===== src/rtl/instr_fetch.sv =====
// Fetch stage: issues one req/ack memory read per PC, holds the word for decode, stalls the PC until handoff.
// Latency: >=3 cycles per instruction (IDLE, WAIT, HOLD); decode backpressure holds the word and keeps pc_stall high.
module instr_fetch #(
  parameter int                    ADDR_WIDTH     = 32,
  parameter int                    DATA_WIDTH     = 32,
  parameter logic [DATA_WIDTH-1:0] NOP_INSTR      = '0,
  parameter int                    TIMEOUT_CYCLES = 64
) (
  input  logic                  clk,
  input  logic                  reset,
  input  logic [ADDR_WIDTH-1:0] pc_in,
  input  logic                  flush,
  output logic                  pc_stall,
  output logic                  imem_req,
  output logic [ADDR_WIDTH-1:0] imem_addr,
  input  logic                  imem_ack,
  input  logic [DATA_WIDTH-1:0] imem_rdata,
  output logic                  id_valid,
  input  logic                  id_ready,
  output logic [DATA_WIDTH-1:0] id_instr,
  output logic [ADDR_WIDTH-1:0] id_pc,
  output logic                  fetch_err
);

  typedef enum logic [1:0] {
    IDLE = 2'd0,
    WAIT = 2'd1,
    HOLD = 2'd2
  } state_t;

  localparam logic [15:0] WAIT_LAST = 16'(TIMEOUT_CYCLES - 1);

  state_t                state, state_nxt;
  logic                  imem_req_nxt;
  logic [ADDR_WIDTH-1:0] imem_addr_nxt;
  logic [ADDR_WIDTH-1:0] req_pc, req_pc_nxt;
  logic                  id_valid_nxt;
  logic [DATA_WIDTH-1:0] id_instr_nxt;
  logic [ADDR_WIDTH-1:0] id_pc_nxt;
  logic                  fetch_err_nxt;
  logic                  squash, squash_nxt;
  logic [15:0]           wait_cnt, wait_cnt_nxt;
  logic                  kill;
  logic                  timeout;

  // A redirect seen earlier in this transaction or right now discards the result.
  assign kill    = squash | flush;
  assign timeout = (wait_cnt == WAIT_LAST);

  always_ff @(posedge clk) begin
    if (reset) begin
      state     <= IDLE;
      imem_req  <= 1'b0;
      imem_addr <= '0;
      req_pc    <= '0;
      id_valid  <= 1'b0;
      id_instr  <= NOP_INSTR;
      id_pc     <= '0;
      fetch_err <= 1'b0;
      squash    <= 1'b0;
      wait_cnt  <= '0;
    end else begin
      state     <= state_nxt;
      imem_req  <= imem_req_nxt;
      imem_addr <= imem_addr_nxt;
      req_pc    <= req_pc_nxt;
      id_valid  <= id_valid_nxt;
      id_instr  <= id_instr_nxt;
      id_pc     <= id_pc_nxt;
      fetch_err <= fetch_err_nxt;
      squash    <= squash_nxt;
      wait_cnt  <= wait_cnt_nxt;
    end
  end

  always_comb begin
    state_nxt     = state;
    imem_req_nxt  = imem_req;
    imem_addr_nxt = imem_addr;
    req_pc_nxt    = req_pc;
    id_valid_nxt  = id_valid;
    id_instr_nxt  = id_instr;
    id_pc_nxt     = id_pc;
    fetch_err_nxt = fetch_err;
    squash_nxt    = squash;
    wait_cnt_nxt  = wait_cnt;

    case (state)
      IDLE: begin
        if (!flush) begin
          imem_req_nxt  = 1'b1;
          imem_addr_nxt = pc_in;
          req_pc_nxt    = pc_in;
          wait_cnt_nxt  = '0;
          state_nxt     = WAIT;
        end
      end

      WAIT: begin
        wait_cnt_nxt = wait_cnt + 16'd1;
        if (imem_ack) begin
          imem_req_nxt = 1'b0;
          squash_nxt   = 1'b0;
          if (kill) begin
            state_nxt = IDLE;
          end else begin
            id_instr_nxt = imem_rdata;
            id_pc_nxt    = req_pc;
            id_valid_nxt = 1'b1;
            state_nxt    = HOLD;
          end
        end else if (timeout) begin
          imem_req_nxt  = 1'b0;
          fetch_err_nxt = 1'b1;
          squash_nxt    = 1'b0;
          if (kill) begin
            state_nxt = IDLE;
          end else begin
            id_instr_nxt = NOP_INSTR;
            id_pc_nxt    = req_pc;
            id_valid_nxt = 1'b1;
            state_nxt    = HOLD;
          end
        end else if (flush) begin
          // The bus read cannot be aborted; remember to drop its data.
          squash_nxt = 1'b1;
        end
      end

      HOLD: begin
        if (flush || id_ready) begin
          id_valid_nxt = 1'b0;
          state_nxt    = IDLE;
        end
      end

      default: begin
        state_nxt = IDLE;
      end
    endcase
  end

  assign pc_stall = !((state == HOLD) && id_ready && !flush && !reset);

endmodule


===== config.mk =====
export PLATFORM = sky130hd
export DESIGN_NAME = instr_fetch
export DESIGN_NICKNAME = d
export VERILOG_FILES = /design/src/rtl/instr_fetch.sv
export SDC_FILE = /design/constraint.sdc
export NUM_CORES = 1
export LEC_CHECK = 0
export ABC_AREA = 0
export CORE_ASPECT_RATIO = 0.6
export CORE_UTILIZATION = 40
export CTS_BUF_LIST = sky130_fd_sc_hd__clkbuf_16
export DETAILED_ROUTE_END_ITERATION = 6
export PLACE_DENSITY = 0.87
export SYNTH_ARGS = -nofsm -noshare
export SYNTH_HDL_FRONTEND = slang
export SYNTH_SLANG_ARGS = --single-unit

===== constraint.sdc =====
create_clock -name clk -period 1.9 [get_ports clk]
set_clock_uncertainty 0.1 [all_clocks]
set_input_delay 0.475 -clock clk [delete_from_list [all_inputs] [get_ports clk]]
set_output_delay 0.475 -clock clk [all_outputs]
set_load 0.005 [all_outputs]

# After elaboration in Yosys (flattened, before gate mapping)
# Cells that the tools add are included.
[totals]
regBits = 118
input_bits = 69
[classes]
mux = 27
bitwise_logic = 4
n_addsub = 1
n_reduce_logical = 21
n_eq_ne = 6
[op_table]
columns = ["operator", "n"]
rows = [
  ["$mux 32", 7],
  ["$pmux 16 s2", 1],
  ["$add 16x1->16 const B", 1],
  ["$eq 16x6->1 const B", 1],
  ["$mux 16", 1],
  ["$reduce_and 3->1", 5],
  ["$mux 1", 10],
  ["$mux 2", 5],
  ["$reduce_and 2->1", 4],
  ["$pmux 2 s3", 1],
  ["$reduce_bool 2->1", 3],
  ["$ne 2x2->1 const B", 2],
  ["$pmux 1 s2", 2],
  ["$logic_and 1x1->1", 3],
  ["$logic_not 1->1", 3],
  ["$ne 3x3->1 const B", 1],
  ["$not 1->1", 3],
  ["$reduce_bool 3->1", 1],
  ["$eq 2x1->1 const B", 1],
  ["$eq 2x2->1 const B", 1],
  ["$logic_not 2->1", 1],
  ["$logic_or 1x1->1", 1],
  ["$or 1x1->1", 1],
]

# Logic depth before layout (Yosys ltp)
[logic_depth]
ltp_word = 5
depth_mapped = 9

# Worst setup path after synthesis
# OpenSTA, ideal clock, no wires.
[synth_timing]
kind = "reg2reg"
startpoint = "reg state[0]"
endpoint = "reg wait_cnt[15]"
period_less_slack_ns = 1.829
path_stages_with_launch = 9
arrival_ns = 1.600
setup_slack_ns = 0.071
cell_sequence = "dfxtp_1 > inv_1 > ha_1 > buf_2 > and2_1 > nor4b_4 > nand4_1 > xor2_1 > nor2_1"
[synth_via]
elab_chain_cells = 3
elab_cells_between_ends = 6
[synth_rtl]
columns = ["element", "line", "rtl"]
rows = [
  ["start, declared", "33", "state_t state, state_nxt;"],
  ["start signal, assigned", "63", "state <= state_nxt;"],
  ["$eq 2x1->1 or $logic_not 2->1 (tied branches)", "88", "case (state)"],
  ["$reduce_bool 2->1 (no line) or $ne 2x2->1 (tied branches)", "--", ""],
  ["$reduce_and 2->1 (no line)", "--", ""],
  ["end signal, assigned", "72", "wait_cnt <= wait_cnt_nxt;"],
  ["end, declared", "42", "logic [15:0] wait_cnt, wait_cnt_nxt;"],
]
# Parallel ways exist; a longest one is shown, timed or not.
# A chain may end at the register's enable or synchronous reset.

# Worst setup path after layout
[layout_timing]
startpoint = "reg wait_cnt[7]"
endpoint = "reg id_pc[4]"
[layout_via]
elab_chain_cells = 3
[layout_rtl]
columns = ["element", "line", "rtl"]
rows = [
  ["$eq 16x6->1", "48", "assign timeout = (wait_cnt == WAIT_LAST);"],
  ["$reduce_bool 2->1 (no line)", "--", ""],
  ["$reduce_and 2->1 (no line)", "--", ""],
  ["end signal, assigned", "69", "id_pc <= id_pc_nxt;"],
  ["end, declared", "21", "output logic [ADDR_WIDTH-1:0] id_pc,"],
]
# No other way between the ends.

==> summary by stage <==
Route
The number of nets with antenna violations after routing is 0. The first TritonRoute pass finished after 5 iterations. The routed wire length is 13.9 mm. Wire segments on met2 add up to 6.26 mm in the final route. In the routed layout, each cell is associated on average with a via count of between 5 and 6.

The highest metal layer carrying signal wires in the routed design is met4. The routed via count is between 4000 and 5000. In the routed design, unresolved DRC markers number 0. The detailed router finished its first iteration with roughly 200 violations. The routed length on met1 is 5.85 mm. The met3 layer wire length in the routed design is 1.40 mm. The average wire length per cell after detail routing is 15.8 µm.

Logic synthesis
Counting flops with a built-in enable in the synthesized netlist gives 0. The leading area contributor after synthesis is sky130_fd_sc_hd__dfxtp_1. Sorting the synthesized cells by how often they occur yields sky130_fd_sc_hd__nand2_1 (167), sky130_fd_sc_hd__dfxtp_1 (118), sky130_fd_sc_hd__a21oi_1 (99). The count of warnings emitted by yosys is 0. Synthesis inferred 118 register bits. The number of nets in the synthesized netlist is 622.

The most used flip-flop cell after synthesis is sky130_fd_sc_hd__dfxtp_1. The proportion of synthesized flip-flops having asynchronous set or reset is 0%. sky130_fd_sc_hd__nand2_1 is the most common cell in the netlist. Counting every instance in the synthesized netlist gives approximately 550. The share of synthesized area occupied by flip-flops and latches is 52.2%. The area share of the largest cell type after synthesis is between 50 and 60%. The summed instance area of the synthesized netlist is 4530 µm². By area the synthesized netlist is led by sky130_fd_sc_hd__dfxtp_1 (52%), sky130_fd_sc_hd__nand2_1 (14%), sky130_fd_sc_hd__a21oi_1 (11%), sky130_fd_sc_hd__nand3_1 (4.2%), sky130_fd_sc_hd__xor2_1 (2.3%). The average footprint of a synthesized cell is 8.25 µm².

The synthesized netlist contains 42 unique library cells.

Hold path
The tightest min-delay check is of the flip-flop to flip-flop type.

Global route
The first-pass GRT wire length is 21.7 mm. The via count of the first global-routing pass is 4478. Global routing finished with a remaining overflow of 0. Across every metal layer, demand over resource in global routing totals 23.9%.

The initial antenna violation count is 0. Entering global routing, the biggest net connects 104 pins.

Finish
0 antenna diodes ended up in the layout. The layout has 828 filler cells. The final design utilization is slightly below 70%. Compared with the post-synthesis result, the final layout area differs by 60.4%. The finished cells cover 7260 µm². The number of standard cells in the final layout excluding fillers is 882. The share of post-route cells with drive strength above 1 is 13.7%.

At the end of the flow, the number of nets in the layout was 803.

Timing
Setup violations remaining at the end of the flow were counted as 0. The minimum clock period is approximately 1900 ps. The max-slew violation total from the final report was 0. The peak clock frequency supported by timing is 532 MHz. In this run the tightest slew margin relative to its limit is 67.1%. The share of the clock period used by the worst path is 99.0%. After routing, the total negative slack on setup checks comes to 0 ps. The number of hold-slack violations in the final timing report is 0. The slew at the pin closest to its max-slew limit is 494 ps.

Floorplanning
In this run the count of I/O pins placed on the die edge is 169. The starting density of the core is 42.0%. The vertical die dimension is 84.4 µm.

The floorplan has 29 rows. The horizontal extent of the die is 139 µm. The die footprint is 11800 µm².

The area of the core region is 10800 µm².

Setup path
The standard cell with the maximum stage delay on the critical path is sky130_fd_sc_hd__nor4_2. The maximum net fanout on the critical path is 27. STA puts the critical path data required time at 2070 ps. The capturing element type of the critical path is a flip-flop. At the worst endpoint, the arrival time is 2050 ps.

The critical path in this run is classified as flip-flop to flip-flop. The element type at the critical path start is a flip-flop. The cell family contributing the most delay on the critical path is simple AND/OR/NAND/NOR gates.

The signal on the critical path passes through nor4_2 > and4_4 > o21ai_4 > buf_12 > buf_12 > nand2_1 > a21oi_1. The most used cell along the critical path is sky130_fd_sc_hd__buf_12. The worst path buffer plus inverter count is 2. On the worst path, the slowest cell contributes a delay of 380 ps.

Placed design
The number of placed instances, taps included, is 844. The post-placement cell area is 6460 µm². Summed over all nets, the half-perimeter wirelength after detailed placement is 9.06 mm. The number of buffer cells added on primary ports is 168.

The placer congestion estimate is 0.862.

Pwr
The share of total power dissipated in the clock network is 49.5%. For this design the static power due to leakage is between 2 and 3 nW. The sequential share of power is 39.4%.

The maximum vdd ir drop is 662 µV. The power per standard cell area is 917 nW/µm². The switching share of power is 22.9%. In this run the power spent charging and discharging nets is around 1.5 mW. The share of total power in combinational logic is 11.0%. The internal power of the cells is a little over 5 mW.

CTS
Clock latency on the worst-skew pair, taken at its later pin, is 420 ps. The clock tree synthesis step divided the H-tree into 4 levels. TritonCTS built the clock tree. For this design, the sink count on the clock tree is 118. The maximum buffer depth of the clock tree is 2. The tree is rooted in a sky130_fd_sc_hd__clkbuf_16.

The CTS clock-pin slew for the worst setup and hold paths is 60 ps. Hold repair after CTS inserted 0 buffers. The number of clock buffers added by TritonCTS is 17.

Run status
The flow ran to the end, and the final reports show no timing, DRC or antenna violations.

Run
Across the run, the number of max-cap violations was 0.
==> through the flow <==
stage	power [mW]	setup WS (ps)	hold WS (ps)
6_report	6.66	19.7	351
2_1_floorplan	2.96	71.3	348
5_1_grt	6.91	-38.1	363
4_1_cts	6.70	0.540	353
3_3_place_gp	3.37	-301	338
3_5_place_dp	3.39	-366	346
==> tightest hold or removal path, delay by kind of cell, from the launching register on <==
| family | cells | cell delay (ps) |
|---|---|---|
| flip-flops | 1 | 310 |
| AND/OR/NAND/NOR | 1 | 50 |
| AO/OA/AOI/OAI | 1 | 50 |
==> placed cells by master (no fill, tap or decap), types with 4 or more instances in the layout <==
cell type | synthesis | routed
sky130_fd_sc_hd__inv_1 | 4 | 4
sky130_fd_sc_hd__o21ai_0 | 4 | 4
sky130_fd_sc_hd__dlymetal6s2s_1 | 0 | 17
sky130_fd_sc_hd__nor2_1 | 22 | 22
sky130_fd_sc_hd__clkinv_2 | 0 | 4
sky130_fd_sc_hd__a21oi_1 | 99 | 99
sky130_fd_sc_hd__nand2_1 | 167 | 167
sky130_fd_sc_hd__dfxtp_1 | 118 | 105
sky130_fd_sc_hd__dlygate4sd2_1 | 0 | 5
sky130_fd_sc_hd__nand3_1 | 38 | 38
sky130_fd_sc_hd__clkbuf_16 | 0 | 18
sky130_fd_sc_hd__clkdlybuf4s50_1 | 0 | 144
sky130_fd_sc_hd__buf_4 | 1 | 27
sky130_fd_sc_hd__dfxtp_2 | 0 | 13
sky130_fd_sc_hd__bufinv_16 | 0 | 4
sky130_fd_sc_hd__xor2_1 | 12 | 12
sky130_fd_sc_hd__buf_12 | 0 | 8
==> routing by layer <==
metal / track usage [%] / vias to the layer above
met3: 9.93 / 33
met2: 37.7 / 217
met5: 0 / -
met1: 27.8 / 2106
met4: 12.6 / 0
li1: - / 2190
==> kinds of logic (layout without fill, tap and decap cells) <==
kind of cell	after synthesis	after routing	synth area share, %
xor gates and xnor gates	14	14	2.71
muxes	2	2	0.442
adders and majority gates	4	4	1.11
buffers and inverters	46	240	5.09
AOI/OAI and AO/OA	114	114	14.1
DFF	118	118	52.2
and+or+nand+nor	251	251	24.4
==> worst paths after layout <==
kind / end / slack (ps) / from / cells past startpoint
worst min-delay path: id_instr[10]$_SDFFE_PP0P_ / 350 / id_instr[10]$_SDFFE_PP0P_ / 2
worst max register to register: id_pc[4]$_SDFFE_PP0P_ / 20 / wait_cnt[7]$_SDFFE_PP0P_ / 7
worst max-delay path: id_pc[4]$_SDFFE_PP0P_ / 20 / wait_cnt[7]$_SDFFE_PP0P_ / 7
worst min register to register: id_instr[10]$_SDFFE_PP0P_ / 350 / id_instr[10]$_SDFFE_PP0P_ / 2
==> final cells by class <==
cell class	count	area [µm²]	share of cell area, %
multi-input combinational	385	1990	27.4
clock inverter	15	188	2.58
inverter	5	18.8	0.258
sequential	118	2380	32.8
tap	139	174	2.39
timing repair buffer	203	2090	28.8
clock buffer	17	425	5.86
==> power by group through the flow <==
stage,clock (mW),combinational [mW],sequential [mW]
global placement,0,0.699,2.67
CTS,3.35,0.730,2.62
detailed placement,0,0.715,2.67
floorplan,0,0.286,2.67
global route,3.48,0.789,2.63
finish,3.30,0.734,2.63
==> timing repair <==
item                       4_1_cts  5_1_grt
resized for setup               17       36
cloned                           1        1
pin swaps                        1        5
setup endpoints to repair       72       86
setup buffers                    1        4
==> registers in the layout, summed over array words and instances, names as in the netlist <==
signal,flops
squash,1
id_instr,32
id_valid,1
wait_cnt,16
req_pc,32
imem_req,1
state,2
id_pc,32
fetch_err,1
No activity file was read; power rests on OpenSTA's default activity.
